## src/rtl/shift_pkg.sv

```systemverilog
// Shared constants for the shift execute stage: op encodings and default sizing.
package shift_pkg;

  localparam logic [1:0] OP_ROL = 2'b00;
  localparam logic [1:0] OP_SLL = 2'b01;
  localparam logic [1:0] OP_SRA = 2'b10;
  localparam logic [1:0] OP_SRL = 2'b11;

  localparam int N_DEF     = 16;
  localparam int C_DEF     = 4;
  localparam int T_DEF     = 3;
  localparam int DEPTH_DEF = 2;

endpackage

```

## src/rtl/shift_exec_stage_if.sv

```systemverilog
// Request/result handshake bundle between operand fetch, the shift stage and writeback.
interface shift_exec_stage_if
  import shift_pkg::*;
#(
  parameter int N = N_DEF,
  parameter int C = C_DEF,
  parameter int T = T_DEF
);

  logic         in_valid;
  logic         in_ready;
  logic [N-1:0] in_data;
  logic [C-1:0] in_cnt;
  logic [1:0]   in_op;
  logic [T-1:0] in_tag;

  logic         out_valid;
  logic         out_ready;
  logic [N-1:0] out_data;
  logic [T-1:0] out_tag;
  logic         out_zero;

  modport master (
    output in_valid, in_data, in_cnt, in_op, in_tag, out_ready,
    input  in_ready, out_valid, out_data, out_tag, out_zero
  );

  modport slave (
    input  in_valid, in_data, in_cnt, in_op, in_tag, out_ready,
    output in_ready, out_valid, out_data, out_tag, out_zero
  );

endinterface

```

## src/rtl/shift_exec_stage_shifter.sv

```systemverilog
// Combinational N-bit barrel shifter: rotate left, logical left/right, arithmetic right.
module shifter
  import shift_pkg::*;
#(
  parameter int N = N_DEF,
  parameter int C = C_DEF
) (
  input  logic [N-1:0] i_data,
  input  logic [C-1:0] i_cnt,
  input  logic [1:0]   i_op,
  output logic [N-1:0] o_data,
  output logic         o_zero
);

  // Upper half of the doubled word shifted left is exactly the left rotation.
  function automatic logic [N-1:0] rol_f(input logic [N-1:0] d, input logic [C-1:0] c);
    logic [2*N-1:0] dbl;
    dbl = {d, d} << c;
    return dbl[2*N-1:N];
  endfunction

  function automatic logic [N-1:0] sra_f(input logic [N-1:0] d, input logic [C-1:0] c);
    logic signed [N-1:0] s;
    s = signed'(d);
    return s >>> c;
  endfunction

  always_comb begin
    o_data = i_data;
    case (i_op)
      OP_ROL:  o_data = rol_f(i_data, i_cnt);
      OP_SLL:  o_data = i_data << i_cnt;
      OP_SRA:  o_data = sra_f(i_data, i_cnt);
      OP_SRL:  o_data = i_data >> i_cnt;
      default: o_data = i_data;
    endcase
  end

  assign o_zero = (o_data == '0);

endmodule

```

## src/rtl/shift_exec_stage.sv

```systemverilog
// Execute-stage wrapper: operand register -> barrel shifter -> in-order result FIFO.
module shift_exec_stage
  import shift_pkg::*;
#(
  parameter int N     = N_DEF,
  parameter int C     = C_DEF,
  parameter int T     = T_DEF,
  parameter int DEPTH = DEPTH_DEF
) (
  input  logic               clk,
  input  logic               rst,
  shift_exec_stage_if.slave  bus
);

  localparam int PW = (DEPTH > 1) ? $clog2(DEPTH) : 1;
  localparam int CW = $clog2(DEPTH + 1);
  localparam logic [PW-1:0] PTR_LAST = PW'(DEPTH - 1);
  localparam logic [CW-1:0] DEPTH_C  = CW'(DEPTH);

  logic         r_vld_p0;
  logic [N-1:0] r_data_p0;
  logic [C-1:0] r_cnt_p0;
  logic [1:0]   r_op_p0;
  logic [T-1:0] r_tag_p0;

  logic [N-1:0] w_res;
  logic         w_zero;

  logic [N-1:0] r_mem_data [DEPTH];
  logic [T-1:0] r_mem_tag  [DEPTH];
  logic         r_mem_zero [DEPTH];
  logic [PW-1:0] r_wr_ptr;
  logic [PW-1:0] r_rd_ptr;
  logic [CW-1:0] r_count;

  logic w_out_valid;
  logic w_pop;
  logic w_adv;
  logic w_in_ready;
  logic w_accept;

  function automatic logic [PW-1:0] ptr_inc(input logic [PW-1:0] p);
    return (p == PTR_LAST) ? '0 : p + 1'b1;
  endfunction

  // Handshake decisions depend only on valid/count state, never on operand data.
  assign w_out_valid = (r_count != '0);
  assign w_pop       = w_out_valid && bus.out_ready;
  assign w_adv       = r_vld_p0 && ((r_count < DEPTH_C) || w_pop);
  assign w_in_ready  = !r_vld_p0 || w_adv;
  assign w_accept    = bus.in_valid && w_in_ready;

  // Stage p0: operand register feeding the shifter.
  always_ff @(posedge clk) begin
    if (w_accept) begin
      r_data_p0 <= bus.in_data;
      r_cnt_p0  <= bus.in_cnt;
      r_op_p0   <= bus.in_op;
      r_tag_p0  <= bus.in_tag;
    end
  end

  shifter #(.N(N), .C(C)) u_shifter (
    .i_data (r_data_p0),
    .i_cnt  (r_cnt_p0),
    .i_op   (r_op_p0),
    .o_data (w_res),
    .o_zero (w_zero)
  );

  // Stage p1: result FIFO storage.
  always_ff @(posedge clk) begin
    if (w_adv) begin
      r_mem_data[r_wr_ptr] <= w_res;
      r_mem_tag[r_wr_ptr]  <= r_tag_p0;
      r_mem_zero[r_wr_ptr] <= w_zero;
    end
  end

  always_ff @(posedge clk or posedge rst) begin
    if (rst) begin
      r_vld_p0 <= 1'b0;
      r_count  <= '0;
      r_wr_ptr <= '0;
      r_rd_ptr <= '0;
    end else begin
      if (w_accept)   r_vld_p0 <= 1'b1;
      else if (w_adv) r_vld_p0 <= 1'b0;
      if (w_adv) r_wr_ptr <= ptr_inc(r_wr_ptr);
      if (w_pop) r_rd_ptr <= ptr_inc(r_rd_ptr);
      case ({w_adv, w_pop})
        2'b10:   r_count <= r_count + 1'b1;
        2'b01:   r_count <= r_count - 1'b1;
        default: r_count <= r_count;
      endcase
    end
  end

  // Empty FIFO presents zeros so stale or uninitialised entries never leak out.
  assign bus.in_ready  = w_in_ready;
  assign bus.out_valid = w_out_valid;
  assign bus.out_data  = w_out_valid ? r_mem_data[r_rd_ptr] : '0;
  assign bus.out_tag   = w_out_valid ? r_mem_tag[r_rd_ptr]  : '0;
  assign bus.out_zero  = w_out_valid ? r_mem_zero[r_rd_ptr] : 1'b0;

endmodule

```

## src/flat_wrapper.sv

```systemverilog
// flat-port wrapper written by rule: the top's interface ports become plain ports
module shift_exec_stage_flat import shift_pkg::*;
#(
  parameter int N     = N_DEF,
  parameter int C     = C_DEF,
  parameter int T     = T_DEF,
  parameter int DEPTH = DEPTH_DEF
)
  (clk, rst, bus_in_valid, bus_in_data, bus_in_cnt, bus_in_op, bus_in_tag, bus_out_ready, bus_in_ready, bus_out_valid, bus_out_data, bus_out_tag, bus_out_zero);
  shift_exec_stage_if #(.N(N), .C(C), .T(T)) bus_i ();
  input  logic clk;
  input  logic rst;
  input wire logic [$bits(bus_i.in_valid)-1:0] bus_in_valid;
  input wire logic [$bits(bus_i.in_data)-1:0] bus_in_data;
  input wire logic [$bits(bus_i.in_cnt)-1:0] bus_in_cnt;
  input wire logic [$bits(bus_i.in_op)-1:0] bus_in_op;
  input wire logic [$bits(bus_i.in_tag)-1:0] bus_in_tag;
  input wire logic [$bits(bus_i.out_ready)-1:0] bus_out_ready;
  output wire logic [$bits(bus_i.in_ready)-1:0] bus_in_ready;
  output wire logic [$bits(bus_i.out_valid)-1:0] bus_out_valid;
  output wire logic [$bits(bus_i.out_data)-1:0] bus_out_data;
  output wire logic [$bits(bus_i.out_tag)-1:0] bus_out_tag;
  output wire logic [$bits(bus_i.out_zero)-1:0] bus_out_zero;
  assign bus_i.in_valid = bus_in_valid;
  assign bus_i.in_data = bus_in_data;
  assign bus_i.in_cnt = bus_in_cnt;
  assign bus_i.in_op = bus_in_op;
  assign bus_i.in_tag = bus_in_tag;
  assign bus_i.out_ready = bus_out_ready;
  assign bus_in_ready = bus_i.in_ready;
  assign bus_out_valid = bus_i.out_valid;
  assign bus_out_data = bus_i.out_data;
  assign bus_out_tag = bus_i.out_tag;
  assign bus_out_zero = bus_i.out_zero;
  shift_exec_stage #(.N(N), .C(C), .T(T), .DEPTH(DEPTH)) u_core (.clk(clk), .rst(rst), .bus(bus_i));
endmodule
```

## config.mk

```make
export PLATFORM = sky130hd
export DESIGN_NAME = shift_exec_stage_flat
export DESIGN_NICKNAME = d
export VERILOG_FILES = /design/src/rtl/shift_pkg.sv /design/src/rtl/shift_exec_stage_if.sv /design/src/rtl/shift_exec_stage_shifter.sv /design/src/rtl/shift_exec_stage.sv /design/src/flat_wrapper.sv
export SDC_FILE = /design/constraint.sdc
export NUM_CORES = 1
export LEC_CHECK = 0
export ABC_AREA = 1
export CAP_MARGIN = 20
export CELL_PAD_IN_SITES_DETAIL_PLACEMENT = 2
export CELL_PAD_IN_SITES_GLOBAL_PLACEMENT = 2
export CORE_MARGIN = 3
export CORE_UTILIZATION = 35
export CTS_BUF_LIST = sky130_fd_sc_hd__clkbuf_4 sky130_fd_sc_hd__clkbuf_8
export DETAILED_ROUTE_END_ITERATION = 10
export GPL_ROUTABILITY_DRIVEN = 1
export HOLD_SLACK_MARGIN = 0.15
export PLACE_DENSITY_LB_ADDON = 0.3
export SYNTH_ARGS = -nofsm -noshare
export SYNTH_HDL_FRONTEND = slang
export SYNTH_SLANG_ARGS = --single-unit
```

## constraint.sdc

```tcl
create_clock -name clk -period 3.5 [get_ports clk]
set_input_delay 0.35 -clock clk [delete_from_list [all_inputs] [get_ports clk]]
set_output_delay 0.35 -clock clk [all_outputs]
set_load 0.1 [all_outputs]
```

==> results.toml, run 1 <==
[outcome]
status = "complete, no violations"

[synthesis]
netlist_top_cells_count = "214 x nand2_1, 117 x nand3_1, 65 x edfxtp_1"
synth_area_leader_cell = "edfxtp_1"
synth-seq-cells = 70
syn_avg_cell_area_um2 = 7.75
yosys.area.top_type_share_pct = 41.4
synth_seq_area_share_pct = 44.1
synth-main-ff-cell = "edfxtp_1"
synth_cells = 608
synth.lib_cells_used.distinct = 33
synth.most_common_cell = "nand2_1"
ys_warn_count = 0
synth_fp_nets = 638
post_synth_main_area_contributors = "edfxtp_1 41%, nand2_1 17%, nand3_1 12%, nand3_2 4.5%, nor2_1 3.1%"
asyncSetResetFlopFracSynth_pct = 7.14
post_synth_design_cell_area_mm2 = 0.00471
synth_enable_flop_cells = 65

[route]
post_drt_via_cell_ratio = 5.41
vias = 4461
drt-pass1-iter-count = 5
drt-wirelength-per-cell_um = 21.2
drt.antenna.violating_nets = 0
aggregate_routed_wire_length_um = 17500
first_iter_violations = 271
number_of_drc_violations_after_detailed_routing = 0

[timing]
worstMarginPinSlew_ns = 0.787
report.final.slew_viol_count = 0
setup_viol_count_final = 0
setup-tns-final_ns = 0
final-hold-violation-count = 0
period_minus_slack_ns = 2.80
min_period_over_period_pct = 80.1
worst_clock_skew_ns = 0.00863
unrepaired_setup_endpoints_after_global_routing = "false"
fmaxAchievable_mhz = 357
worst_slew_margin_rel_pct = 47.6

[worst_setup_path]
worst-endpoint-required_ns = 3.15
reg2reg_setup_slack_ns = 0.70
timing.critical_path.arrival_ns = 2.45
path_class = "flop to output port"
timing.critical_path.cells = "inv_1 > nand2_1 > a21oi_1 > buf_4"
cp-end-kind = "output port"
critical_path.slowest_cell = "inv_1"
worstSetupStartpointType = "flop"
worstPathBufferInverterCount = 2
worstPathMaxFanout = 21
timing.critical_path.max_delay_family = "buffers and inverters"
cp_slowest_stage_delay_ns = 0.70

[cts]
cts.reportedPaths.clkPinSlew_ns = 0.08
tritoncts_clock_tree = "done"
cts_htree_levels = 3
cts-buffers-inserted = 9
post_cts_resized = 0
holdBufCountCts = 0
cts_root_buffer = "clkbuf_8"
clock-sinks = 70
clock_insertion_delay_at_the_later_pin_of_the_skew_report_ns = 0.38
cts.repair_timing.setup_buffer_count = 0
max-clock-path-buffers = 2

[power_and_ir_drop]
power_dens_cells_mw_per_mm2 = 935
internal_power_mw = 2.26
peakVddDrop_mv = 0.286
netSwitchingFraction_pct = 55.9
net_switching_mw = 2.86
power.share.combinational_pct = 58.3
leakage_nw = 2.45
finalPower_mw = 5.11
power_share_of_the_sequential_group_pct = 27.2
pwr-share-clk_pct = 14.5

[floorplan]
floorplan.die_area_mm2 = 0.0149
die_w_um = 122
initial_utilization_pct = 36.6
die-height_um = 122
row_count = 41
io_pins = 51
core_mm2 = 0.0129

[placed_design]
port_buffers = 50
place.detailed.hpwl_um = 13200
place_congestion = 0.935

[global_route]
maximum_number_of_pins_on_one_net_before_global_route_repair = 37
antenna_violations_before_repair = 0
gr-total-overflow = 0
grt_usage_pct = 24.6
via_count_of_the_first_global_routing_pass = 4832
wire_length_of_the_first_global_routing_pass_um = 27500

[layout]
syn_to_final_growth_pct = 16.0
drive_above_1_share_pct = 15.0
antenna_diode_count = 0
nNetsFinal = 678

[flow_run]
maxCapViolations = 0

[min_path]
class_of_the_tightest_hold_or_removal_check = "input pin to async pin"
==> state kept, by name (all words and copies together) (netlist names) <==
signal and flops:
u_core.r_op_p0 2, u_core.r_mem_zero 2, u_core.r_tag_p0 3, u_core.r_data_p0 16
u_core.r_cnt_p0 4, u_core.r_count 2, u_core.r_mem_tag 6, u_core.r_vld_p0 1
u_core.r_mem_data 32, u_core.r_rd_ptr 1, u_core.r_wr_ptr 1
==> logic make-up after synthesis <==
family | Yosys count | share of synthesized area (%)
xor gates and xnor gates | 4 | 0.743
adders and majority gates | 1 | 0.265
buffers and inverters | 70 | 7.35
and+or+nand+nor | 416 | 42.0
AOI/OAI and AO/OA | 47 | 5.57
DFF | 70 | 44.1
==> path summary, 6_finish.rpt <==
kind,startpoint,to,depth (start not counted)
max,u_core.r_rd_ptr,bus_out_zero,4
min,rst,u_core.r_rd_ptr,2
max reg2reg,u_core.r_cnt_p0[0],u_core.r_mem_zero[0],12
min reg2reg,u_core.r_tag_p0[1],u_core.r_mem_tag[0][1],0
max in group asynchronous,rst,u_core.r_count[0],2
min in group clk,u_core.r_tag_p0[1],u_core.r_mem_tag[0][1],0
==> metrics by stage <==
step                instances  hold WS, ns  instance area (µm²)  setup WS [ns]  util [%]
global route              825        0.196                 5470          0.430      42.5
detailed placement        809        0.441                 5260          0.741      40.8
global placement          809        0.428                 5260          0.982      40.8
CTS                       825        0.167                 5470          0.672      42.5
floorplan                 608        0.129                 4710          0.365         -
finish                    825        0.166                 5470          0.696      42.5
==> power groups by stage <==
stage | clock network, mW | logic (mW) | registers (mW)
final | 0.742 | 2.98 | 1.39
after detailed placement | 0 | 2.98 | 1.41
after global placement | 0 | 2.86 | 1.38
after global routing | 0.787 | 3.18 | 1.42
after CTS | 0.755 | 3.00 | 1.39
after floorplan | 0 | 2.31 | 1.31
==> worst reg2reg max path, delay by kind of cell, from the launching register on <==
| kind | cells | cell delay, ns |
|---|---|---|
| buffers and inverters | 2 | 0.41 |
| DFF | 1 | 0.78 |
| AOI/OAI and AO/OA | 2 | 0.38 |
| and+or+nand+nor | 8 | 1.07 |
==> layout make-up <==
type	instances	area [µm²]
clock inverters	7	88.8
repair buffers	60	520
clock buffers	9	124
flip-flops and latches	70	2080
multi-input cells	468	2290
inverters	39	154
well taps	172	215
fillers	1524	7410
==> per-layer routing <==
metal	vias up	global-route usage [%]	share of wire, %
met1	2231	31.1	45
met3	25	3.20	2.9
met4	0	9.17	2.3
li1	2113	-	-
met2	92	43.0	50
met5	-	0	0
==> layout by cell type, fill, tap and decap left out, types with 3 or more instances in the layout <==
master	netlist	routed
nand3_1	117	117
o21ai_0	8	8
o21ai_1	3	3
nand2_1	214	214
nor2_2	4	4
a21oi_1	29	29
inv_2	3	3
nor2_1	39	39
buf_4	4	32
a21oi_2	4	4
nand2_4	6	6
dfrtp_1	5	5
xor2_1	3	3
nand2_2	4	4
nand4_1	3	3
edfxtp_1	65	65
nand3_2	21	21
clkdlybuf4s50_1	0	28
inv_4	3	3
inv_1	33	33
nand2_8	3	3
clkbuf_8	0	9
Power figures use the tool's default switching activity.
==> run 2, diff against run 1 <==
--- a/config.mk
+++ b/config.mk
@@ -10,7 +10,7 @@
 export CELL_PAD_IN_SITES_DETAIL_PLACEMENT = 2
 export CELL_PAD_IN_SITES_GLOBAL_PLACEMENT = 2
 export CORE_MARGIN = 3
-export CORE_UTILIZATION = 35
+export CORE_UTILIZATION = 31
 export CTS_BUF_LIST = sky130_fd_sc_hd__clkbuf_4 sky130_fd_sc_hd__clkbuf_8
 export DETAILED_ROUTE_END_ITERATION = 10
 export GPL_ROUTABILITY_DRIVEN = 1
==> constraint.sdc (replaced) <==
create_clock -name clk -period 2.25 [get_ports clk]
set_input_delay 0.225 -clock clk [delete_from_list [all_inputs] [get_ports clk]]
set_output_delay 0.225 -clock clk [all_outputs]
set_load 0.1 [all_outputs]
==> results.toml, run 2 (same netlist as run 1, synthesis figures left out) <==
[outcome]
status = "finished with violations"
failed_checks = "negative setup slack"

[floorplan]
floorplan.die_area_mm2 = 0.0167
die-height_um = 129
row_count = 44
initial_utilization_pct = 32.1
io_pins = 51
die_w_um = 129
core_mm2 = 0.0147

[timing]
min_period_over_period_pct = 105
period_minus_slack_ns = 2.37
setup-tns-final_ns = -0.237
worstMarginPinSlew_ns = 0.643
unrepaired_setup_endpoints_after_global_routing = "true"
hold_ws_ns = 0.393
report.final.slew_viol_count = 0
setup_viol_count_final = 2
fmaxAchievable_mhz = 422
worst_clock_skew_ns = 0.0113
final-hold-violation-count = 0
worst_slew_margin_rel_pct = 57.0
fin_ws_ns = -0.119

[power_and_ir_drop]
power_dens_cells_mw_per_mm2 = 1380
peakVddDrop_mv = 0.796
leakage_nw = 2.95
finalPower_mw = 9.66

[global_route]
antenna_violations_before_repair = 0
grt_usage_pct = 22.2
wire_length_of_the_first_global_routing_pass_um = 28200
via_count_of_the_first_global_routing_pass = 5042
gr-total-overflow = 0
maximum_number_of_pins_on_one_net_before_global_route_repair = 26

[cts]
clock_insertion_delay_at_the_later_pin_of_the_skew_report_ns = 0.39
cts-buffers-inserted = 9
clock-sinks = 70
cts_root_buffer = "clkbuf_8"
cts_htree_levels = 3
max-clock-path-buffers = 2
cts.reportedPaths.clkPinSlew_ns = 0.08
tritoncts_clock_tree = "done"

[layout]
seq_area_mm2 = 0.00208
reg.largest.list = "u_core.r_mem_data: 32 flops, u_core.r_data_p0: 16 flops, u_core.r_mem_tag: 6 flops"
design_area_mm2 = 0.00699
utilization_pct = 47.5
largest_register_ff_count = 32
instances_no_fill = 881
fillCellCount = 1538
antenna_diode_count = 0
nNetsFinal = 722
registers.top_by_ff_count = "u_core.r_mem_data"
multiInputGateArea_mm2 = 0.00310
syn_to_final_growth_pct = 48.2
most-common-layout-cells = "151 x nand2_1, 75 x nand3_1, 65 x edfxtp_1"
drive_above_1_share_pct = 42.2
mostFrequentLayoutCell = "nand2_1"

[worst_setup_path]
timing.critical_path.cells = "buf_6 > clkbuf_16 > nand2_4 > nand3_2 > nand3_1 > nand2_1 > nand2_2 > nor2_1 > nor2_1 > nand2_1 > nand2_2 > nand2_1 > nor2_1 > nand2_1 > nor2_2"
reg2reg_setup_slack_ns = -0.12
timing.rr.end = "u_core.r_mem_zero[1]"
worstSetupStartpointType = "flop"
cp_common_cell = "nand2_1"
worstPathMaxFanout = 8
timing.critical_path.arrival_ns = 2.61
path_class = "flop to flop"
reg2reg_depth = 15
launch_point_of_the_worst_reg_to_reg_path = "u_core.r_cnt_p0[0]"
cp-end-kind = "flop"
cp_slowest_stage_delay_ns = 0.50
critical_path.slowest_cell = "edfxtp_1"
worst-endpoint-required_ns = 2.49

[route]
post_drt_via_cell_ratio = 5.44
drt-wirelength-per-cell_um = 23.3
drt-pass1-iter-count = 5
number_of_drc_violations_after_detailed_routing = 0
vias = 4795
aggregate_routed_wire_length_um = 20600
first_iter_violations = 323
drt.antenna.violating_nets = 0

[flow_run]
maxCapViolations = 0

[placed_design]
placed_cells = 837
place.detailed.hpwl_um = 13600
post_dp_cell_area_mm2 = 0.00582
place_congestion = 0.905
port_buffers = 50
post-place-ws_ns = -0.0410

[min_path]
worstHoldEndpoint = "u_core.r_op_p0[0]"
hold_depth = 1
class_of_the_tightest_hold_or_removal_check = "input pin to flop"
hold_start = "bus_in_op[0]"
[run 2: timing repair]
item	in CTS	in global routing
cloned	0	1
pin swaps	1	45
hold buffers	1	0
setup buffers	3	23
setup endpoints to repair	2	12
hold endpoints to repair	5	0
resized for setup	11	169
[run 2: how the worst max path moves through the flow]
| stage | startpoint | to | slack [ns] |
|---|---|---|---|
| finish | u_core.r_cnt_p0[0] | u_core.r_mem_zero[1] | -0.12 |
| global route | u_core.r_cnt_p0[0] | u_core.r_mem_zero[1] | -0.28 |
| CTS | u_core.r_cnt_p0[0] | u_core.r_mem_zero[1] | 0.01 |
| detailed placement | u_core.r_cnt_p0[0] | u_core.r_mem_zero[1] | -0.04 |
| global placement | u_core.r_cnt_p0[0] | u_core.r_mem_zero[0] | 0.09 |
| floorplan | u_core.r_count[0] | u_core.r_cnt_p0[0] | -0.25 |
[run 2: area by class of cell]
cell class                      instances  share of cell area [%]
Clock buffer                           10                    1.88
Sequential cell                        70                    29.7
Tap cell                              184                    3.30
Multi-Input combinational cell        468                    44.3
Clock inverter                          6                    1.00
Inverter                               39                    2.40
Timing Repair Buffer                  104                    17.4
[run 2: power breakdown]
part | internal [mW] | leakage [nW] | switching (mW) | total (mW)
Combinational | 2.09 | 2.19 | 4.33 | 6.42
Clock | 0.532 | 0.0929 | 0.570 | 1.10
Sequential | 1.90 | 0.676 | 0.241 | 2.14
Total | 4.52 | 2.95 | 5.14 | 9.66
[run 2: routing by layer]
metal	vias to the layer above	part of all wire (%)	wire, µm	track usage, %
met4	0	3.2	655	7.23
met3	54	5.8	1190	3.54
met1	2382	40	8130	27.8
met2	160	51	10600	39.0
li1	2199	-	-	-
met5	-	0	0	0
[run 2: critical path, delay by kind of cell, from the launching register on]
kind,cells,cell delay (ns)
buffers and inverters,2,0.37
and+or+nand+nor,13,1.34
DFF,1,0.50
==> run 3, diff against run 2 <==
--- a/config.mk
+++ b/config.mk
@@ -12,6 +12,7 @@
 export CORE_MARGIN = 3
 export CORE_UTILIZATION = 31
 export CTS_BUF_LIST = sky130_fd_sc_hd__clkbuf_4 sky130_fd_sc_hd__clkbuf_8
+export CTS_CLUSTER_SIZE = 24
 export DETAILED_ROUTE_END_ITERATION = 10
 export GPL_ROUTABILITY_DRIVEN = 1
 export HOLD_SLACK_MARGIN = 0.15
==> results of run 3 <==
The final DEF is identical to that of run 2; final timing and power are the same.
